$ cat src/rtl/keypad_pkg.sv
// Shared types, sizes and the row-decode helper for the 4x4 keypad scanner.
package keypad_pkg;
  localparam int NUM_COLS = 4;
  localparam int NUM_ROWS = 4;

  typedef enum logic [1:0] {SCAN, DEBOUNCE, HELD, RELEASE} scan_state_t;

  typedef struct packed {
    logic       valid;
    logic [1:0] idx;
  } row_hit_t;

  // Exactly one low row is a usable hit; no low row or several (ghosting) are not.
  function automatic row_hit_t onehot_row_idx(input logic [NUM_ROWS-1:0] rows_n);
    row_hit_t hit;
    hit.valid = 1'b1;
    hit.idx   = 2'd0;
    case (rows_n)
      4'b1110: hit.idx = 2'd0;
      4'b1101: hit.idx = 2'd1;
      4'b1011: hit.idx = 2'd2;
      4'b0111: hit.idx = 2'd3;
      default: hit.valid = 1'b0;
    endcase
    return hit;
  endfunction
endpackage

$ cat src/rtl/keypad_scanner_row_sync.sv
// Two-flop synchronizer for the asynchronous, pulled-up keypad row lines.
module row_sync
  import keypad_pkg::*;
(
  input  logic                clk,
  input  logic                rst,
  input  logic [NUM_ROWS-1:0] row_n,
  output logic [NUM_ROWS-1:0] row_sync_n
);
  logic [NUM_ROWS-1:0] meta_q;
  logic [NUM_ROWS-1:0] sync_q;

  // Reset to all-high so an idle keypad is seen as no key pressed.
  always_ff @(posedge clk or negedge rst) begin
    if (!rst) begin
      meta_q <= '1;
      sync_q <= '1;
    end else begin
      meta_q <= row_n;
      sync_q <= meta_q;
    end
  end

  assign row_sync_n = sync_q;
endmodule

$ cat src/rtl/keypad_scanner.sv
// 4x4 keypad column scanner with press/release debounce and one-pulse key output.
// Optional auto-repeat while a key is held is enabled by defining KEY_REPEAT_EN.
module keypad_scanner
  import keypad_pkg::*;
#(
  parameter int SCAN_DIV       = 50000,
  parameter int DEBOUNCE_SCANS = 4,
  parameter int REPEAT_SCANS   = 100
) (
  input  logic                clk,
  input  logic                rst,
  input  logic [NUM_ROWS-1:0] row_n,
  output logic [NUM_COLS-1:0] col_n,
  output logic [3:0]          key_code,
  output logic                key_valid,
  output logic                key_held
);
  localparam int DIV_W = $clog2(SCAN_DIV);
  localparam int CNT_W = $clog2(DEBOUNCE_SCANS + 1);
  localparam logic [DIV_W-1:0] DIV_LAST = DIV_W'(SCAN_DIV - 1);
  localparam logic [CNT_W-1:0] CNT_DONE = CNT_W'(DEBOUNCE_SCANS);

  if (SCAN_DIV < 4 || DEBOUNCE_SCANS < 1 || REPEAT_SCANS < 1) begin : g_bad_params
    $error("keypad_scanner: SCAN_DIV >= 4, DEBOUNCE_SCANS >= 1, REPEAT_SCANS >= 1 required");
  end

  logic [NUM_ROWS-1:0] rows_s;
  logic [DIV_W-1:0]    div_q, div_d;
  logic                tick;
  scan_state_t         state_q, state_d;
  logic [CNT_W-1:0]    cnt_q, cnt_d, cnt_inc;
  logic [NUM_ROWS-1:0] pat_q, pat_d;
  logic [3:0]          code_lat_q, code_lat_d;
  logic [1:0]          col_idx_q, col_idx_d;
  logic [NUM_COLS-1:0] col_n_q, col_n_d;
  logic [3:0]          key_code_q, key_code_d;
  logic                key_valid_q, key_valid_d;
  logic                rows_idle;
  logic                rep_fire;
  row_hit_t            hit;

  row_sync u_row_sync (
    .clk        (clk),
    .rst        (rst),
    .row_n      (row_n),
    .row_sync_n (rows_s)
  );

  assign tick      = (div_q == DIV_LAST);
  assign rows_idle = (rows_s == '1);
  assign hit       = onehot_row_idx(rows_s);
  assign cnt_inc   = cnt_q + CNT_W'(1);

  always_comb begin
    state_d     = state_q;
    cnt_d       = cnt_q;
    pat_d       = pat_q;
    code_lat_d  = code_lat_q;
    col_idx_d   = col_idx_q;
    key_code_d  = key_code_q;
    key_valid_d = rep_fire;
    div_d       = tick ? '0 : div_q + DIV_W'(1);
    if (tick) begin
      case (state_q)
        SCAN: begin
          if (hit.valid) begin
            pat_d      = rows_s;
            code_lat_d = {hit.idx, col_idx_q};
            cnt_d      = CNT_W'(1);
            // A single required scan means the capture tick already qualifies.
            if (DEBOUNCE_SCANS == 1) begin
              key_code_d  = {hit.idx, col_idx_q};
              key_valid_d = 1'b1;
              cnt_d       = '0;
              state_d     = HELD;
            end else begin
              state_d = DEBOUNCE;
            end
          end else begin
            col_idx_d = col_idx_q + 2'd1;
          end
        end
        DEBOUNCE: begin
          if (rows_s == pat_q) begin
            cnt_d = cnt_inc;
            if (cnt_inc == CNT_DONE) begin
              key_code_d  = code_lat_q;
              key_valid_d = 1'b1;
              cnt_d       = '0;
              state_d     = HELD;
            end
          end else begin
            cnt_d     = '0;
            col_idx_d = col_idx_q + 2'd1;
            state_d   = SCAN;
          end
        end
        HELD: begin
          if (rows_idle) begin
            if (DEBOUNCE_SCANS == 1) begin
              cnt_d     = '0;
              col_idx_d = col_idx_q + 2'd1;
              state_d   = SCAN;
            end else begin
              cnt_d   = CNT_W'(1);
              state_d = RELEASE;
            end
          end
        end
        RELEASE: begin
          if (rows_idle) begin
            cnt_d = cnt_inc;
            if (cnt_inc == CNT_DONE) begin
              cnt_d     = '0;
              col_idx_d = col_idx_q + 2'd1;
              state_d   = SCAN;
            end
          end else begin
            cnt_d   = '0;
            state_d = HELD;
          end
        end
        default: state_d = SCAN;
      endcase
    end
  end

  assign col_n_d = ~(NUM_COLS'(1) << col_idx_d);

  always_ff @(posedge clk or negedge rst) begin
    if (!rst) begin
      div_q       <= '0;
      state_q     <= SCAN;
      cnt_q       <= '0;
      pat_q       <= '1;
      code_lat_q  <= '0;
      col_idx_q   <= 2'd0;
      col_n_q     <= 4'b1110;
      key_code_q  <= '0;
      key_valid_q <= 1'b0;
    end else begin
      div_q       <= div_d;
      state_q     <= state_d;
      cnt_q       <= cnt_d;
      pat_q       <= pat_d;
      code_lat_q  <= code_lat_d;
      col_idx_q   <= col_idx_d;
      col_n_q     <= col_n_d;
      key_code_q  <= key_code_d;
      key_valid_q <= key_valid_d;
    end
  end

`ifdef KEY_REPEAT_EN
  localparam int REP_W = $clog2(REPEAT_SCANS + 1);
  localparam logic [REP_W-1:0] REP_LAST = REP_W'(REPEAT_SCANS - 1);

  logic [REP_W-1:0] rep_q, rep_d;
  logic             held_tick;

  // Held outside HELD at zero, so every entry into HELD starts a fresh repeat period.
  assign held_tick = tick && (state_q == HELD) && !rows_idle;

  always_comb begin
    rep_d    = rep_q;
    rep_fire = 1'b0;
    if (state_q != HELD) begin
      rep_d = '0;
    end else if (held_tick) begin
      if (rep_q == REP_LAST) begin
        rep_fire = 1'b1;
        rep_d    = '0;
      end else begin
        rep_d = rep_q + REP_W'(1);
      end
    end
  end

  always_ff @(posedge clk or negedge rst) begin
    if (!rst) rep_q <= '0;
    else      rep_q <= rep_d;
  end
`else
  assign rep_fire = 1'b0;
`endif

  assign col_n     = col_n_q;
  assign key_code  = key_code_q;
  assign key_valid = key_valid_q;
  assign key_held  = (state_q == HELD) || (state_q == RELEASE);
endmodule

$ cat config.mk
export PLATFORM = sky130hd
export DESIGN_NAME = keypad_scanner
export DESIGN_NICKNAME = d
export VERILOG_FILES = /design/src/rtl/keypad_pkg.sv /design/src/rtl/keypad_scanner_row_sync.sv /design/src/rtl/keypad_scanner.sv
export SDC_FILE = /design/constraint.sdc
export NUM_CORES = 1
export LEC_CHECK = 0
export CORE_UTILIZATION = 30
export CTS_CLUSTER_SIZE = 24
export DETAILED_ROUTE_END_ITERATION = 16
export DONT_BUFFER_PORTS = 1
export SLEW_MARGIN = 10
export SYNTH_ARGS = -nofsm -noshare
export SYNTH_HDL_FRONTEND = slang
export SYNTH_HIERARCHICAL = 1
export SYNTH_SLANG_ARGS = --single-unit
$ cat constraint.sdc
create_clock -name clk -period 3.7 [get_ports clk]
set_input_delay 0.925 -clock clk [delete_from_list [all_inputs] [get_ports clk]]
set_output_delay 0.925 -clock clk [all_outputs]
set_load 0.02 [all_outputs]
**Word level (Yosys, flattened, before mapping)**

Index checks and enable logic that the tools add are counted.

- Bits in registers: 48
- Bits of input ports: 6
- Word-level logic and storage cells: 64

- Bitwise logic cells: 1
- Equality and inequality tests: 15
- $add $sub $neg: 3
- Shift-type cells: 1
- Reductions and logical operators: 7
- Mux-type cells: 26

Operator list:

| operator | count |
|---|---|
| 2-bit two-way mux | 11 |
| 16-bit by 1-bit adder with 16-bit output, second input constant | 1 |
| 16-bit == test, second input constant | 1 |
| 4-bit == test, second input constant | 4 |
| 16-bit two-way mux | 1 |
| 3-bit two-way mux | 5 |
| 2-bit one-hot mux with 3 select lines | 2 |
| 3-bit one-hot mux with 4 select lines | 1 |
| 2-bit one-hot mux with 4 select lines | 1 |
| 3-bit != test, second input constant | 2 |
| 3-bit AND reduction | 2 |
| 1-bit two-way mux | 5 |
| 5-bit AND reduction | 1 |
| 2-bit == test, second input constant | 2 |
| 4-bit by 3-bit == test with 1-bit output, second input constant | 1 |
| 4-bit == test | 1 |
| 2-bit != test, second input constant | 2 |
| 4-bit NOT | 1 |
| 4-bit AND reduction | 1 |
| 4-bit OR reduction | 1 |
| 1-bit by 2-bit << shifter with 4-bit output, first input constant | 1 |
| 3-bit by 1-bit adder with 3-bit output, second input constant | 1 |
| 3-bit == test, second input constant | 1 |
| 2-bit by 1-bit adder with 2-bit output, second input constant | 1 |
| 3 further kinds | 3 |

**Depth between registers and ports, before layout**

Gate-level depths: netlist of run 1.

- Depth after elaboration: 8
- Mapped depth: 8

**Modules after synthesis**

The synthesis of run 1 kept the hierarchy.

Modules (own cells, without submodules):

| module | area an instance (sq um) | cells each | times used |
|---|---|---|---|
| keypad_scanner | 2,021.9 | 194 | 1 |
| row_sync | 210.2 | 8 | 1 |

**Worst setup path before layout of run 1**

OpenSTA, ideal clock, no wires.

- Kind: register -> register
- Start point: register div_q[11]
- End point: register col_n_q[1], in the netlist col_n[1]
- Setup slack: 1,672 ps
- Setup time: 63 ps
- Data arrival time: 1,965 ps
- Data required time: 3,637 ps
- Buffers on the path: 0
- Stages on the path, launching flop included: 7
- Period minus slack after synthesis: 2,028 ps
- Path through: dfrtp_1 -> or4b_4 -> nor4_4 -> o21ai_1 -> or4_1 -> nand3_2 -> nand2b_1

- Cells in the longest elaborated chain, start to end: 4

Ends and longest elaborated chain:

| item | line | text |
|---|---|---|
| start, declared | keypad_scanner.sv:28 | `logic [DIV_W-1:0] div_q, div_d;` |
| start signal, assigned | keypad_scanner.sv:142 | `div_q <= div_d;` |
| 16-bit == test | keypad_scanner.sv:49 | `assign tick = (div_q == DIV_LAST);` |
| 2-bit two-way mux | keypad_scanner.sv:63 | `if (tick) begin` |
| named net col_idx_d[1] | keypad_scanner.sv:34 | `logic [1:0] col_idx_q, col_idx_d;` |
| 1-bit by 2-bit << shifter with 4-bit output | keypad_scanner.sv:128 | `assign col_n_d = ~(NUM_COLS'(1) << col_idx_d);` |
| 4-bit NOT | keypad_scanner.sv:128 |  |
| named net col_n_d[1] | keypad_scanner.sv:35 | `logic [NUM_COLS-1:0] col_n_q, col_n_d;` |
| end signal, assigned | keypad_scanner.sv:148 | `col_n_q <= col_n_d;` |
| end, declared | keypad_scanner.sv:35 |  |

The timed path passes the listed nets, and every way through them passes these cells.
A chain may end at the register's enable or synchronous reset.

**Final worst setup path of run 1**

- Start point: register div_q[11]
- End point: register pat_q[1]

- Cells in the longest elaborated chain, start to end: 2

Ends and longest elaborated chain:

| item | line | text |
|---|---|---|
| 16-bit == test | keypad_scanner.sv:49 |  |
| 3-bit AND reduction (no source line) | - |  |
| end signal, assigned | keypad_scanner.sv:145 | `pat_q <= pat_d;` |
| end, declared | keypad_scanner.sv:32 | `logic [NUM_ROWS-1:0] pat_q, pat_d;` |

Every way passes these cells.

==> results of run 1 <==
[per-stage QoR]
| step | hold WS (ps) | instances | worst slack, ps |
|---|---|---|---|
| 2_1_floorplan | 345 | 202 | 1670 |
| 3_3_place_gp | 346 | 294 | 1340 |
| 3_5_place_dp | 347 | 294 | 1280 |
| 4_1_cts | 297 | 302 | 1270 |
| 5_1_grt | 282 | 302 | 1110 |
| 6_report | 308 | 302 | 1300 |
[layout make-up]
cell class / count / area share
sequential: 48 / 0.504
multi-input combinational: 141 / 0.396
tap: 99 / 0.0512
clock buffer: 7 / 0.0357
inverter: 5 / 0.00775
timing repair buffer: 1 / 0.00310
clock inverter: 1 / 0.00258
[where the power goes]
part           internal [W]  switching (W)
logic            0.00000716     0.00000585
clock network      0.000153       0.000171
registers          0.000533     0.00000760
[critical path: cells and delay by family, from the launching register on]
family	cells	cell delay, ps
flip-flops	1	430
multiplexers	1	460
AND/OR/NAND/NOR	3	1450
[flip-flops by register name (all words and copies together), names as in the netlist]
name / flops
pat_q: 4
key_code: 4
div_q: 16
u_row_sync/meta_q: 4
u_row_sync/row_sync_n: 4
cnt_q: 3
key_valid: 1
code_lat_q: 4
state_q: 2
col_idx_q: 2
col_n: 4
[final timing paths]
path,start,end,slack [ps],depth (start not counted)
max,div_q[11]$_DFF_PN0_,pat_q[1]$_DFFE_PN1P_,1300,4
min,rst,div_q[6]$_DFF_PN0_,310,0
max reg2reg,div_q[11]$_DFF_PN0_,pat_q[1]$_DFFE_PN1P_,1300,4
min reg2reg,u_row_sync/meta_q[1]$_DFF_PN1_,u_row_sync/row_sync_n[1]$_DFF_PN1_,360,0
max in group asynchronous,rst,u_row_sync/row_sync_n[0]$_DFF_PN1_,3210,0
min in group clk,u_row_sync/meta_q[1]$_DFF_PN1_,u_row_sync/row_sync_n[1]$_DFF_PN1_,360,0
[Yosys cell counts (all sizes together), types with 2 or more instances]
master and count:
a21oi 6, buf 4, nand2b 5, nor2 9, a221oi 2, nand4 4, ha 3, o21ai 18
xor2 9, or3 4, dfstp 15, nor4 2, nand4b 2, clkbuf 4, nand2 16, nand3 12
a211oi 2, mux2i 2, and3 3, mux2 9, xnor2 10, nor3b 2, nor3 4, a41o 2
and2 2, inv 5, dfrtp 33, nor2b 2
[cells by family after synthesis]
family / after synthesis / share of synthesized area
AOI/OAI and AO/OA: 33 / 0.0880
and+or+nand+nor: 75 / 0.196
buffers and inverters: 13 / 0.0241
xor gates and xnor gates: 19 / 0.0746
adders and majority gates: 3 / 0.0168
DFF: 48 / 0.547
muxes: 11 / 0.0544
[metal layers]
| layer | part of all wire | GRT usage | vias up |
|---|---|---|---|
| met5 | 0 | 0 | - |
| met4 | 0.018 | 0.0484 | 0 |
| met3 | 0.036 | 0.0308 | 5 |
| met2 | 0.45 | 0.174 | 20 |
| met1 | 0.50 | 0.160 | 705 |
| li1 | - | - | 711 |
==> flow_summary.toml, run 1 <==
[sta]
finalSetupViolations = 0
relSlewSlack = 0.686
period_share = 0.649
finClkSkew_ps = 8.17
fin_crit_ps = 2400
tightestPinTransition_ps = 467
hold_viol = 0
fin_setup_tns_ps = 0
fmaxAchievable_ghz = 0.417
slew_viol_final = 0
rsz0062_at_grt = "no"

[die]
io_pins = 16
die_h_um = 88.3
die_w_um = 88.3
start_util = 0.309
num_rows = 31
core_area_sq_um = 7210
dieArea_sq_um = 7790

[clock_tree]
clkTransAtPathRegs_ps = 90
cts_setup_buffers = 0
root_buffer = "clkbuf_8"
ctsHoldBuffers = 0
cts_resized = 0
cts_buffers = 5
h-tree-depth = 2
clock_sinks = 48
clock_path_buffers = 2
tritoncts = "yes"
insertion_delay_ps = 300

[synthesis]
synth_ff_type = "dfrtp_1"
synth_top_cell_by_area = "dfrtp_1"
synthesis.nets = 211
synthArstFlopShare = 1.00
synth.top_cell.area_share = 0.370
yosys_warnings = 6
synthTopCellsByArea = "dfrtp_1 (37%), dfstp_2 (18%), xnor2_1 (3.9%)"
synth-edff-count = 0
ys_seq_area_frac = 0.547
syn_area_sq_um = 2230
synth_cell_types = 44
ys_ff_latch = 48
syn_avg_cell_area_sq_um = 11.1
syn_inst = 202

[setup_path]
crit_path_max_fanout = 11
worstPathRequired_ps = 3930
crit_arrival_ps = 2640
crit_type = "flop to flop"
cp-start-kind = "flop"
path_cells = "or4b_4 > nor4_1 > nand4_1 > mux2_1"
cp-end-kind = "flop"
cpMaxStageDelayCell = "or4b_4"
slowest_delay_ps = 590

[cells_and_area]
fillers = 770
final_util = 0.336
final_layout_size_suffix_gt1_frac = 0.153
area_growth_pct = 8.46
multi_input_area_sq_um = 958
nets = 211
antennaDiodeCount = 0
stdcell_area_sq_um = 2420
seq_area_sq_um = 1220
final_cell_mix = "dfrtp_1 (33), nand2_1 (16), dfstp_2 (15)"
mostFrequentLayoutCell = "dfrtp_1"

[route]
drt_drc_violations_left = 0
wl_per_cell_um = 12.7
drt-total-wl_mm = 3.83
firstDrtPassIters = 4
vias_per_cell = 4.77
ant_nets = 0
vias = 1441
drtIter0Drc = 113

[global_routing]
grt_pass1_wl_mm = 6.92
antenna_found_initial = 0
gr-usage-all-layers = 0.116
overflow = 0
grt_max_degree = 49
first_global_vias = 1468

[power_and_ir_drop]
pwr_density_cell_nw_per_um2 = 362
p_leak_nw = 1.05
ir_drop_mv = 0.158
total_power_w = 0.000877

[job]
maxCapViolations = 0

[min_path]
hold_class = "input port to asynchronous set/reset pin"

[placed_design]
hpwl_mm = 2.76
dpl_cell_area_sq_um = 2330
io_buffers = 0
place_congestion = 0.736

[outcome]
status = "finished, final reports clean"
(Power assumes the default switching activity.)
==> run 2, diff against run 1 <==
==> constraint.sdc (replaced) <==
create_clock -name clk -period 2.4 [get_ports clk]
set_input_delay 0.6 -clock clk [delete_from_list [all_inputs] [get_ports clk]]
set_output_delay 0.6 -clock clk [all_outputs]
set_load 0.02 [all_outputs]
==> run 2 against run 1 <==
Compared with the run above:
- register-to-register slack got worse by 1100 ps
- core utilization is 0.83 points higher
- fmax rose by 10%
- highest routed layer unchanged
- non-clock buffer count grew 5
==> flow_summary.toml, run 2 (synthesis results as in run 1) <==
[outcome]
status = "finished, final reports clean"

[setup_path]
crit_buf_inv = 0
path_cells = "or4b_4 > nor3_1 > nand2b_1 > nor3_1 > xor2_1 > nand2b_1"
crit_arrival_ps = 2430
crit_type = "flop to flop"
worstPathRequired_ps = 2650
cp-start-kind = "flop"
slowest_delay_ps = 580
cpMaxStageDelayCell = "or4b_4"
crit_path_max_fanout = 5
crit_family = "simple AND/OR/NAND/NOR gates"
cp-end-kind = "flop"

[cells_and_area]
area_growth_pct = 11.2
antennaDiodeCount = 0
largest_register_ffs = 16
nets = 216
layoutNonFillerInstCount = 307
mostFrequentLayoutCell = "dfrtp_1"
final_cell_mix = "dfrtp_1 (33), nand2_1 (16), dfstp_2 (15)"
regMostFlops = "div_q"
final_layout_size_suffix_gt1_frac = 0.173

[clock_tree]
cts_resized = 0
cts_buffers = 5
tritoncts = "yes"
ctsHoldBuffers = 1
clock_path_buffers = 2
h-tree-depth = 2
root_buffer = "clkbuf_8"
clkTransAtPathRegs_ps = 90
cts_setup_buffers = 0
clock_sinks = 48
insertion_delay_ps = 300

[sta]
fmaxAchievable_ghz = 0.458
rsz0062_at_grt = "no"
finClkSkew_ps = 8.24
fin_setup_tns_ps = 0
tightestPinTransition_ps = 438
fin_crit_ps = 2180
hold_viol = 0
relSlewSlack = 0.706
finalSetupViolations = 0
period_share = 0.909
slew_viol_final = 0
whs_ps = 115

[global_routing]
grt_max_degree = 34
gr-usage-all-layers = 0.120
grt_pass1_wl_mm = 7.05
grtUsageMet1 = 0.165
antenna_found_initial = 0
first_global_vias = 1402
grt_use_met3 = 0.0438
top_usage_layer = "met2"
grt.met2_usage = 0.172
overflow = 0

[power_and_ir_drop]
pwr_density_cell_nw_per_um2 = 562
ir_drop_mv = 0.225
p_leak_nw = 1.08

[route]
drtIter0Drc = 115
wl_per_cell_um = 13.1
vias = 1459
drt_drc_violations_left = 0
ant_nets = 0
firstDrtPassIters = 4
drt-total-wl_mm = 4.03
vias_per_cell = 4.75

[job]
maxCapViolations = 0

[placed_design]
hpwl_mm = 2.77
dp.cells = 298
place_congestion = 0.767
io_buffers = 0

[die]
die_h_um = 88.3
dieArea_sq_um = 7790
num_rows = 31
core_area_sq_um = 7210
io_pins = 16
die_w_um = 88.3
start_util = 0.309

[min_path]
hold_class = "input port to asynchronous set/reset pin"
## run 2: cell types whose count changed in the layout (fill, tap and decap cells not counted), sizes merged
cell    delta
clkinv     +1
buf        +5
inv        -1
## run 2: area by class of cell
type / instances / area [sq um]
fill: 746 / 4730
sequential: 48 / 1220
multi-input combinational: 141 / 958
tap: 99 / 124
clock buffer: 7 / 97.6
timing repair buffer: 6 / 57.6
inverter: 5 / 18.8
clock inverter: 1 / 5.00
## run 2: power by group
| part | internal (W) | total, W | switching [W] |
|---|---|---|---|
| Sequential | 0.000821 | 0.000831 | 0.00000988 |
| Combinational | 0.0000156 | 0.0000371 | 0.0000215 |
| Clock | 0.000267 | 0.000526 | 0.000259 |
| Total | 0.00110 | 0.00139 | 0.000290 |
## run 2: worst reg2reg max path: cells and delay by family (launching register included)
| kind | cells | cell delay, ps |
|---|---|---|
| xor gates and xnor gates | 1 | 340 |
| DFF | 1 | 430 |
| and+or+nand+nor | 5 | 1360 |
## run 2: layer usage
metal  share of wire  up-vias
li1                -      724
met1            0.50      707
met2            0.42       22
met3           0.061        6
met4           0.018        0
met5               0        -
## run 2: final timing paths
path                                           startpoint                                  to  slack (ps)  depth (start not counted)
max reg2reg                           div_q[11]$_DFF_PN0_                  col_n[2]$_DFF_PN1_         220                          6
max                                   div_q[11]$_DFF_PN0_                  col_n[2]$_DFF_PN1_         220                          6
min in group clk                                 row_n[2]      u_row_sync/meta_q[2]$_DFF_PN1_         290                          0
min                                                   rst                 div_q[15]$_DFF_PN0_         110                          1
max in group asynchronous                             rst             key_code[3]$_DFFE_PN0P_        2110                          1
min reg2reg                u_row_sync/meta_q[0]$_DFF_PN1_  u_row_sync/row_sync_n[0]$_DFF_PN1_         360                          0
## run 2: through the flow
step	util	power (W)	setup slack [ps]	area [sq um]
after global placement	0.327	0.000869	285	2360
after floorplan	-	0.000865	372	2230
after global routing	0.344	0.00146	73.7	2480
after detailed placement	0.327	0.000870	232	2360
final	0.344	0.00139	219	2480
after CTS	0.344	0.00142	199	2480
